--- src/rtl/scr1_tcm_dmem_port_if.sv ---
// SCR1 dmem request/response bundle between the core dmem router (master)
// and the TCM port-B initiator (slave).
interface scr1_tcm_dmem_port_if;
  logic        dmem_req;
  logic        dmem_cmd;
  logic [1:0]  dmem_width;
  logic [31:0] dmem_addr;
  logic [31:0] dmem_wdata;
  logic        dmem_req_ack;
  logic [31:0] dmem_rdata;
  logic [1:0]  dmem_resp;

  modport master (
    output dmem_req, dmem_cmd, dmem_width, dmem_addr, dmem_wdata,
    input  dmem_req_ack, dmem_rdata, dmem_resp
  );

  modport slave (
    input  dmem_req, dmem_cmd, dmem_width, dmem_addr, dmem_wdata,
    output dmem_req_ack, dmem_rdata, dmem_resp
  );
endinterface

--- src/rtl/scr1_tcm_dmem_port.sv ---
// Data-side initiator for TCM RAM port B: byte/half/word dmem accesses.
// Macro SCR1_TCM_BYTE_WR_EN: RAM honours byte enables; otherwise sub-word writes use read-modify-write.
module scr1_tcm_dmem_port #(
  parameter int          SCR1_WIDTH = 32,
  parameter logic [31:0] SCR1_SIZE  = 32'h00010000,
  localparam int         AW         = $clog2(SCR1_SIZE)
) (
  input  logic                  clk,
  input  logic                  rst_n,
  scr1_tcm_dmem_port_if.slave   dmem,
  output logic                  mem_renb,
  output logic                  mem_wenb,
  output logic [3:0]            mem_webb,
  output logic [AW-3:0]         mem_addrb,
  output logic [SCR1_WIDTH-1:0] mem_datab,
  input  logic [SCR1_WIDTH-1:0] mem_qb
);

  localparam logic [1:0] RESP_IDLE = 2'b00;
  localparam logic [1:0] RESP_OKAY = 2'b01;
  localparam logic [1:0] RESP_ER   = 2'b10;

  localparam logic [1:0] W_BYTE = 2'b00;
  localparam logic [1:0] W_HALF = 2'b01;
  localparam logic [1:0] W_WORD = 2'b10;

  typedef enum logic {IDLE = 1'b0, RMW_WR = 1'b1} state_t;

  state_t      state_q, state_d;
  logic [1:0]  resp_q, resp_d;
  logic [1:0]  off_q, off_d;
  logic        rd_q, rd_d;
`ifndef SCR1_TCM_BYTE_WR_EN
  logic [AW-3:0]         addr_q, addr_d;
  logic [3:0]            mask_q, mask_d;
  logic [SCR1_WIDTH-1:0] wdat_q, wdat_d;
  logic [SCR1_WIDTH-1:0] bit_mask;
`endif

  logic                  req_ack;
  logic                  accept;
  logic                  illegal;
  logic [3:0]            lane_mask;
  logic [SCR1_WIDTH-1:0] wdata_rep;
  logic [1:0]            off;
  logic                  unused_addr_hi;

  assign off            = dmem.dmem_addr[1:0];
  assign unused_addr_hi = ^dmem.dmem_addr[31:AW];

  // Gating with rst_n keeps the request interface quiet while reset is held.
  assign req_ack = rst_n && (state_q == IDLE);
  assign accept  = dmem.dmem_req && req_ack;

  always_comb begin
    illegal   = 1'b0;
    lane_mask = 4'b1111;
    wdata_rep = dmem.dmem_wdata;
    case (dmem.dmem_width)
      W_BYTE: begin
        lane_mask = 4'b0001 << off;
        wdata_rep = {4{dmem.dmem_wdata[7:0]}};
      end
      W_HALF: begin
        illegal   = off[0];
        lane_mask = 4'b0011 << off;
        wdata_rep = {2{dmem.dmem_wdata[15:0]}};
      end
      W_WORD:  illegal = (off != 2'b00);
      default: illegal = 1'b1;
    endcase
  end

`ifndef SCR1_TCM_BYTE_WR_EN
  always_comb begin
    bit_mask = '0;
    for (int i = 0; i < 4; i++) begin
      bit_mask[8*i +: 8] = {8{mask_q[i]}};
    end
  end
`endif

  always_comb begin
    state_d   = state_q;
    resp_d    = RESP_IDLE;
    off_d     = 2'b00;
    rd_d      = 1'b0;
`ifndef SCR1_TCM_BYTE_WR_EN
    addr_d    = addr_q;
    mask_d    = mask_q;
    wdat_d    = wdat_q;
`endif
    mem_renb  = 1'b0;
    mem_wenb  = 1'b0;
    mem_webb  = 4'b0000;
    mem_addrb = '0;
    mem_datab = '0;

    case (state_q)
      IDLE: begin
        if (accept) begin
          if (illegal) begin
            resp_d = RESP_ER;
          end else if (!dmem.dmem_cmd) begin
            mem_renb  = 1'b1;
            mem_addrb = dmem.dmem_addr[AW-1:2];
            resp_d    = RESP_OKAY;
            rd_d      = 1'b1;
            off_d     = off;
          end else begin
`ifdef SCR1_TCM_BYTE_WR_EN
            mem_wenb  = 1'b1;
            mem_webb  = lane_mask;
            mem_addrb = dmem.dmem_addr[AW-1:2];
            mem_datab = wdata_rep;
            resp_d    = RESP_OKAY;
`else
            mem_addrb = dmem.dmem_addr[AW-1:2];
            if (dmem.dmem_width == W_WORD) begin
              mem_wenb  = 1'b1;
              mem_webb  = 4'b1111;
              mem_datab = wdata_rep;
              resp_d    = RESP_OKAY;
            end else begin
              // Fetch the old word now; it is merged with the new lanes next cycle.
              mem_renb = 1'b1;
              addr_d   = dmem.dmem_addr[AW-1:2];
              mask_d   = lane_mask;
              wdat_d   = wdata_rep;
              state_d  = RMW_WR;
            end
`endif
          end
        end
      end
`ifndef SCR1_TCM_BYTE_WR_EN
      RMW_WR: begin
        mem_wenb  = 1'b1;
        mem_webb  = 4'b1111;
        mem_addrb = addr_q;
        mem_datab = (mem_qb & ~bit_mask) | (wdat_q & bit_mask);
        resp_d    = RESP_OKAY;
        state_d   = IDLE;
      end
`endif
      default: state_d = IDLE;
    endcase
  end

  always_ff @(posedge clk or negedge rst_n) begin
    if (!rst_n) begin
      state_q <= IDLE;
      resp_q  <= RESP_IDLE;
      off_q   <= 2'b00;
      rd_q    <= 1'b0;
`ifndef SCR1_TCM_BYTE_WR_EN
      addr_q  <= '0;
      mask_q  <= 4'b0000;
      wdat_q  <= '0;
`endif
    end else begin
      state_q <= state_d;
      resp_q  <= resp_d;
      off_q   <= off_d;
      rd_q    <= rd_d;
`ifndef SCR1_TCM_BYTE_WR_EN
      addr_q  <= addr_d;
      mask_q  <= mask_d;
      wdat_q  <= wdat_d;
`endif
    end
  end

  assign dmem.dmem_req_ack = req_ack;
  assign dmem.dmem_resp    = resp_q;
  assign dmem.dmem_rdata   = (resp_q == RESP_OKAY && rd_q) ? (mem_qb >> {off_q, 3'b000}) : '0;

endmodule

--- src/flat_wrapper.sv ---
// flat-port wrapper written by rule: the top's interface ports become plain ports
module scr1_tcm_dmem_port_flat 
#(
  parameter int          SCR1_WIDTH = 32,
  parameter logic [31:0] SCR1_SIZE  = 32'h00010000,
  localparam int         AW         = $clog2(SCR1_SIZE)
)
  (clk, rst_n, mem_renb, mem_wenb, mem_webb, mem_addrb, mem_datab, mem_qb, dmem_dmem_req, dmem_dmem_cmd, dmem_dmem_width, dmem_dmem_addr, dmem_dmem_wdata, dmem_dmem_req_ack, dmem_dmem_rdata, dmem_dmem_resp);
  scr1_tcm_dmem_port_if dmem_i ();
  input  logic clk;
  input  logic rst_n;
  output logic mem_renb;
  output logic mem_wenb;
  output logic [3:0] mem_webb;
  output logic [AW-3:0] mem_addrb;
  output logic [SCR1_WIDTH-1:0] mem_datab;
  input  logic [SCR1_WIDTH-1:0] mem_qb;
  input wire logic [$bits(dmem_i.dmem_req)-1:0] dmem_dmem_req;
  input wire logic [$bits(dmem_i.dmem_cmd)-1:0] dmem_dmem_cmd;
  input wire logic [$bits(dmem_i.dmem_width)-1:0] dmem_dmem_width;
  input wire logic [$bits(dmem_i.dmem_addr)-1:0] dmem_dmem_addr;
  input wire logic [$bits(dmem_i.dmem_wdata)-1:0] dmem_dmem_wdata;
  output wire logic [$bits(dmem_i.dmem_req_ack)-1:0] dmem_dmem_req_ack;
  output wire logic [$bits(dmem_i.dmem_rdata)-1:0] dmem_dmem_rdata;
  output wire logic [$bits(dmem_i.dmem_resp)-1:0] dmem_dmem_resp;
  assign dmem_i.dmem_req = dmem_dmem_req;
  assign dmem_i.dmem_cmd = dmem_dmem_cmd;
  assign dmem_i.dmem_width = dmem_dmem_width;
  assign dmem_i.dmem_addr = dmem_dmem_addr;
  assign dmem_i.dmem_wdata = dmem_dmem_wdata;
  assign dmem_dmem_req_ack = dmem_i.dmem_req_ack;
  assign dmem_dmem_rdata = dmem_i.dmem_rdata;
  assign dmem_dmem_resp = dmem_i.dmem_resp;
  scr1_tcm_dmem_port #(.SCR1_WIDTH(SCR1_WIDTH), .SCR1_SIZE(SCR1_SIZE)) u_core (.clk(clk), .rst_n(rst_n), .dmem(dmem_i), .mem_renb(mem_renb), .mem_wenb(mem_wenb), .mem_webb(mem_webb), .mem_addrb(mem_addrb), .mem_datab(mem_datab), .mem_qb(mem_qb));
endmodule
--- config.mk ---
export PLATFORM = sky130hd
export DESIGN_NAME = scr1_tcm_dmem_port_flat
export DESIGN_NICKNAME = d
export VERILOG_FILES = /design/src/rtl/scr1_tcm_dmem_port_if.sv /design/src/rtl/scr1_tcm_dmem_port.sv /design/src/flat_wrapper.sv
export SDC_FILE = /design/constraint.sdc
export NUM_CORES = 1
export LEC_CHECK = 0
export CAP_MARGIN = 30
export CORE_ASPECT_RATIO = 0.7
export CORE_UTILIZATION = 31
export CTS_CLUSTER_DIAMETER = 80
export DETAILED_ROUTE_END_ITERATION = 10
export GPL_TIMING_DRIVEN = 0
export PLACE_DENSITY = 0.65
export SYNTH_ARGS = -nofsm -noshare
export SYNTH_HDL_FRONTEND = slang
export SYNTH_SLANG_ARGS = --single-unit
--- constraint.sdc ---
create_clock -name clk -period 2 [get_ports clk]
set_input_delay 0.4 -clock clk [delete_from_list [all_inputs] [get_ports clk]]
set_output_delay 0.4 -clock clk [all_outputs]
set_load 0.02 [all_outputs]
==> flow_metrics.tcl <==
set metrics [dict create \
    grt_max_degree 21 \
    dpl.cell_count 710 \
    initialDrtViolationCount 271 \
    synth-seq-cells 56 \
    syn2layout_area_growth_pct 103 \
    relSlewSlack_pct 51.3 \
    crit_arrival_ns 1.86 \
    crit_path_end_kind "primary output" \
    final-setup-viol-count 121 \
    dieArea_um2 12900 \
    first_global_vias 4056 \
    rsz0062_at_grt "yes" \
    timing.final.ws_setup_ns -0.263 \
    ant_nets 0 \
    ir_drop_v 0.000413 \
    status "complete, but fails checks" \
    maxCapViolCount 0 \
    postSynthNetCount 485 \
    finalNonFillerCells 774 \
    core_area_um2 11900 \
    worstPathMaxFanout 6 \
    netlist_instances 383 \
    gp_congestion 0.874 \
    final_common_cell "buf_6" \
    avgSynthCellArea_um2 10.1 \
    placed_area_um2 5790 \
    min_period_ns 2.26 \
    critPathLaunchType "register" \
    leakagePower_nw 3.38 \
    avgViaCountPerCell 5.45 \
    h-tree-depth 2 \
    final_cell_area_um2 7850 \
    ys_types 35 \
    synth_area_leader_cell "dfrtp_1" \
    antenna_cells 0 \
    fmax_ghz 0.442 \
    wl_mm 18.7 \
    clkLatencyLatePin_ns 0.31 \
    vias 4221 \
    synth_area_um2 3870 \
    hold_path_class "input port to async pin" \
    p_total_mw 4.17 \
    layout-drive-gt1-share_pct 48.1 \
    final.setup_skew_ns 0.00674 \
    grt-ovfl-total 0 \
    nets 718 \
    clkSinkCount 56 \
    io-pin-count 189 \
    yosys-top-cells-area "dfrtp_1 36%, mux2i_1 24%, mux2_1 5.8%" \
    seq_area_frac_synth_pct 36.2 \
    port_buffers 169 \
    grt_pass1_wl_mm 24.6 \
    antenna_found_initial 0 \
    start_util_pct 32.5 \
    clk_pin_slew_ns 0.08 \
    first_pass_iters 5 \
    hold_viol 0 \
    dp_hpwl_mm 11.4 \
    crit_type "register to primary output" \
    place_ws_ns -1.47 \
    clockBufferDepth 2 \
    yosysWarnings 0 \
    period_share_pct 113 \
    numCtsBuffers 5 \
    violations "setup timing" \
    route.detailed.drc 0 \
    cts_root_buf "clkbuf_16" \
    powerDensity_nw_per_um2 532 \
    die_h_um 95.5 \
    cts_tree "done" \
    grt_usage_pct 26.2 \
    layout_common_cells "92 x buf_6, 79 x mux2i_1, 76 x clkdlybuf4s50_1" \
    worst_pin_slew_ns 0.730 \
    num_rows 33 \
    slew_violations 0 \
    yosysTopAreaCellShare_pct 36.2 \
    crit_required_ns 1.60 \
    wire_per_inst_um 24.1 \
    die_x_um 136 \
    hold_slack_ns 0.0148 \
]
[repair_timing]
item,CTS,global route
setup buffers,30,27
cloned,4,6
setup endpoints to repair,135,127
pin swaps,14,26
resized for setup,559,172
hold endpoints to repair,19,0
hold buffers,1,0
[cell type report]
class,count,area [um2]
clock buffers,6,129
repair buffers,237,2640
inverters,31,116
flip-flops and latches,56,1400
multi-input cells,259,3040
clock inverters,2,35.0
fillers,856,4090
plain buffers,26,290
well taps,157,196
[per-layer routing]
| layer | wire length, um | part of all wire [%] | GRT usage (%) |
|---|---|---|---|
| met1 | 8310 | 44 | 35.0 |
| met2 | 8450 | 45 | 41.9 |
| met3 | 1480 | 7.9 | 7.02 |
| met4 | 432 | 2.3 | 6.84 |
| met5 | 0 | 0 | 0 |
[sequential cells by signal, indices dropped and copies added (netlist names)]
name                   cells
u_core.wdat_q             32
u_core.addr_q             14
u_core.mask_q              4
u_core.dmem.dmem_resp      2
u_core.off_q               2
u_core.rd_q                1
u_core.state_q             1
[stage by stage]
stage | util, % | TNS, ns
2_1_floorplan | - | -0.599
3_3_place_gp | 48.4 | -400.77
3_5_place_dp | 48.5 | -114.25
4_1_cts | 57.2 | -12.07
5_1_grt | 65.8 | -25.79
6_report | 65.8 | -17.78
[cells in the mapped netlist]
library cell / count
o22ai_1: 15
a211o_1: 1
o211ai_1: 1
o2bb2ai_1: 17
buf_2: 7
nor2_2: 1
a211oi_1: 16
buf_1: 4
or2_2: 1
o211a_1: 1
o22a_1: 1
mux2i_1: 93
mux2_2: 2
and2_1: 8
o21a_1: 1
o21ai_0: 3
mux2_1: 20
nor2_1: 19
nor3b_1: 1
dfrtp_1: 56
nand3b_1: 2
nor3_1: 4
nor2b_1: 17
clkbuf_1: 17
a22o_1: 14
buf_4: 9
nand2b_1: 2
inv_1: 30
a21oi_1: 3
clkinv_1: 1
o21bai_1: 2
and3b_1: 3
a2bb2oi_1: 7
nand2_1: 3
a2111oi_4: 1
[power by group]
part | total, mW | internal (mW) | switching, mW
sequential | 1.69 | 1.41 | 0.286
clock | 1.03 | 0.591 | 0.439
combinational | 1.45 | 0.776 | 0.673
total | 4.17 | 2.77 | 1.40
[worst max-delay path: stages, from the launching register on]
cell and delay (ns):
dfrtp_1 0.37, buf_6 0.13, and3b_2 0.27, o211ai_1 0.11, buf_4 0.20, buf_12 0.16, o22ai_4 0.16, buf_6 0.14
[final timing paths]
kind | start | to | slack (ns) | cells past startpoint
hold reg to reg | u_core.addr_q[4] | u_core.addr_q[4] | 0.49 | 1
max in group asynchronous | rst_n | u_core.wdat_q[7] | 1.23 | 3
setup / recovery | u_core.state_q | mem_datab[18] | -0.26 | 7
hold / removal | rst_n | u_core.mask_q[3] | 0.01 | 2
setup reg to reg | u_core.state_q | u_core.mask_q[0] | -0.13 | 8
min in group clk | dmem_dmem_addr[0] | u_core.off_q[0] | 0.49 | 3
[cell families (layout without fill, tap and decap cells)]
| family | after synthesis | after routing | share of synthesized area, % |
|---|---|---|---|
| mux | 115 | 115 | 30.4 |
| compound gates | 83 | 83 | 17.1 |
| flops | 56 | 56 | 36.2 |
| simple gates | 61 | 61 | 8.59 |
| buf+inv | 68 | 302 | 7.69 |
No activity file was read; power rests on OpenSTA's default activity.
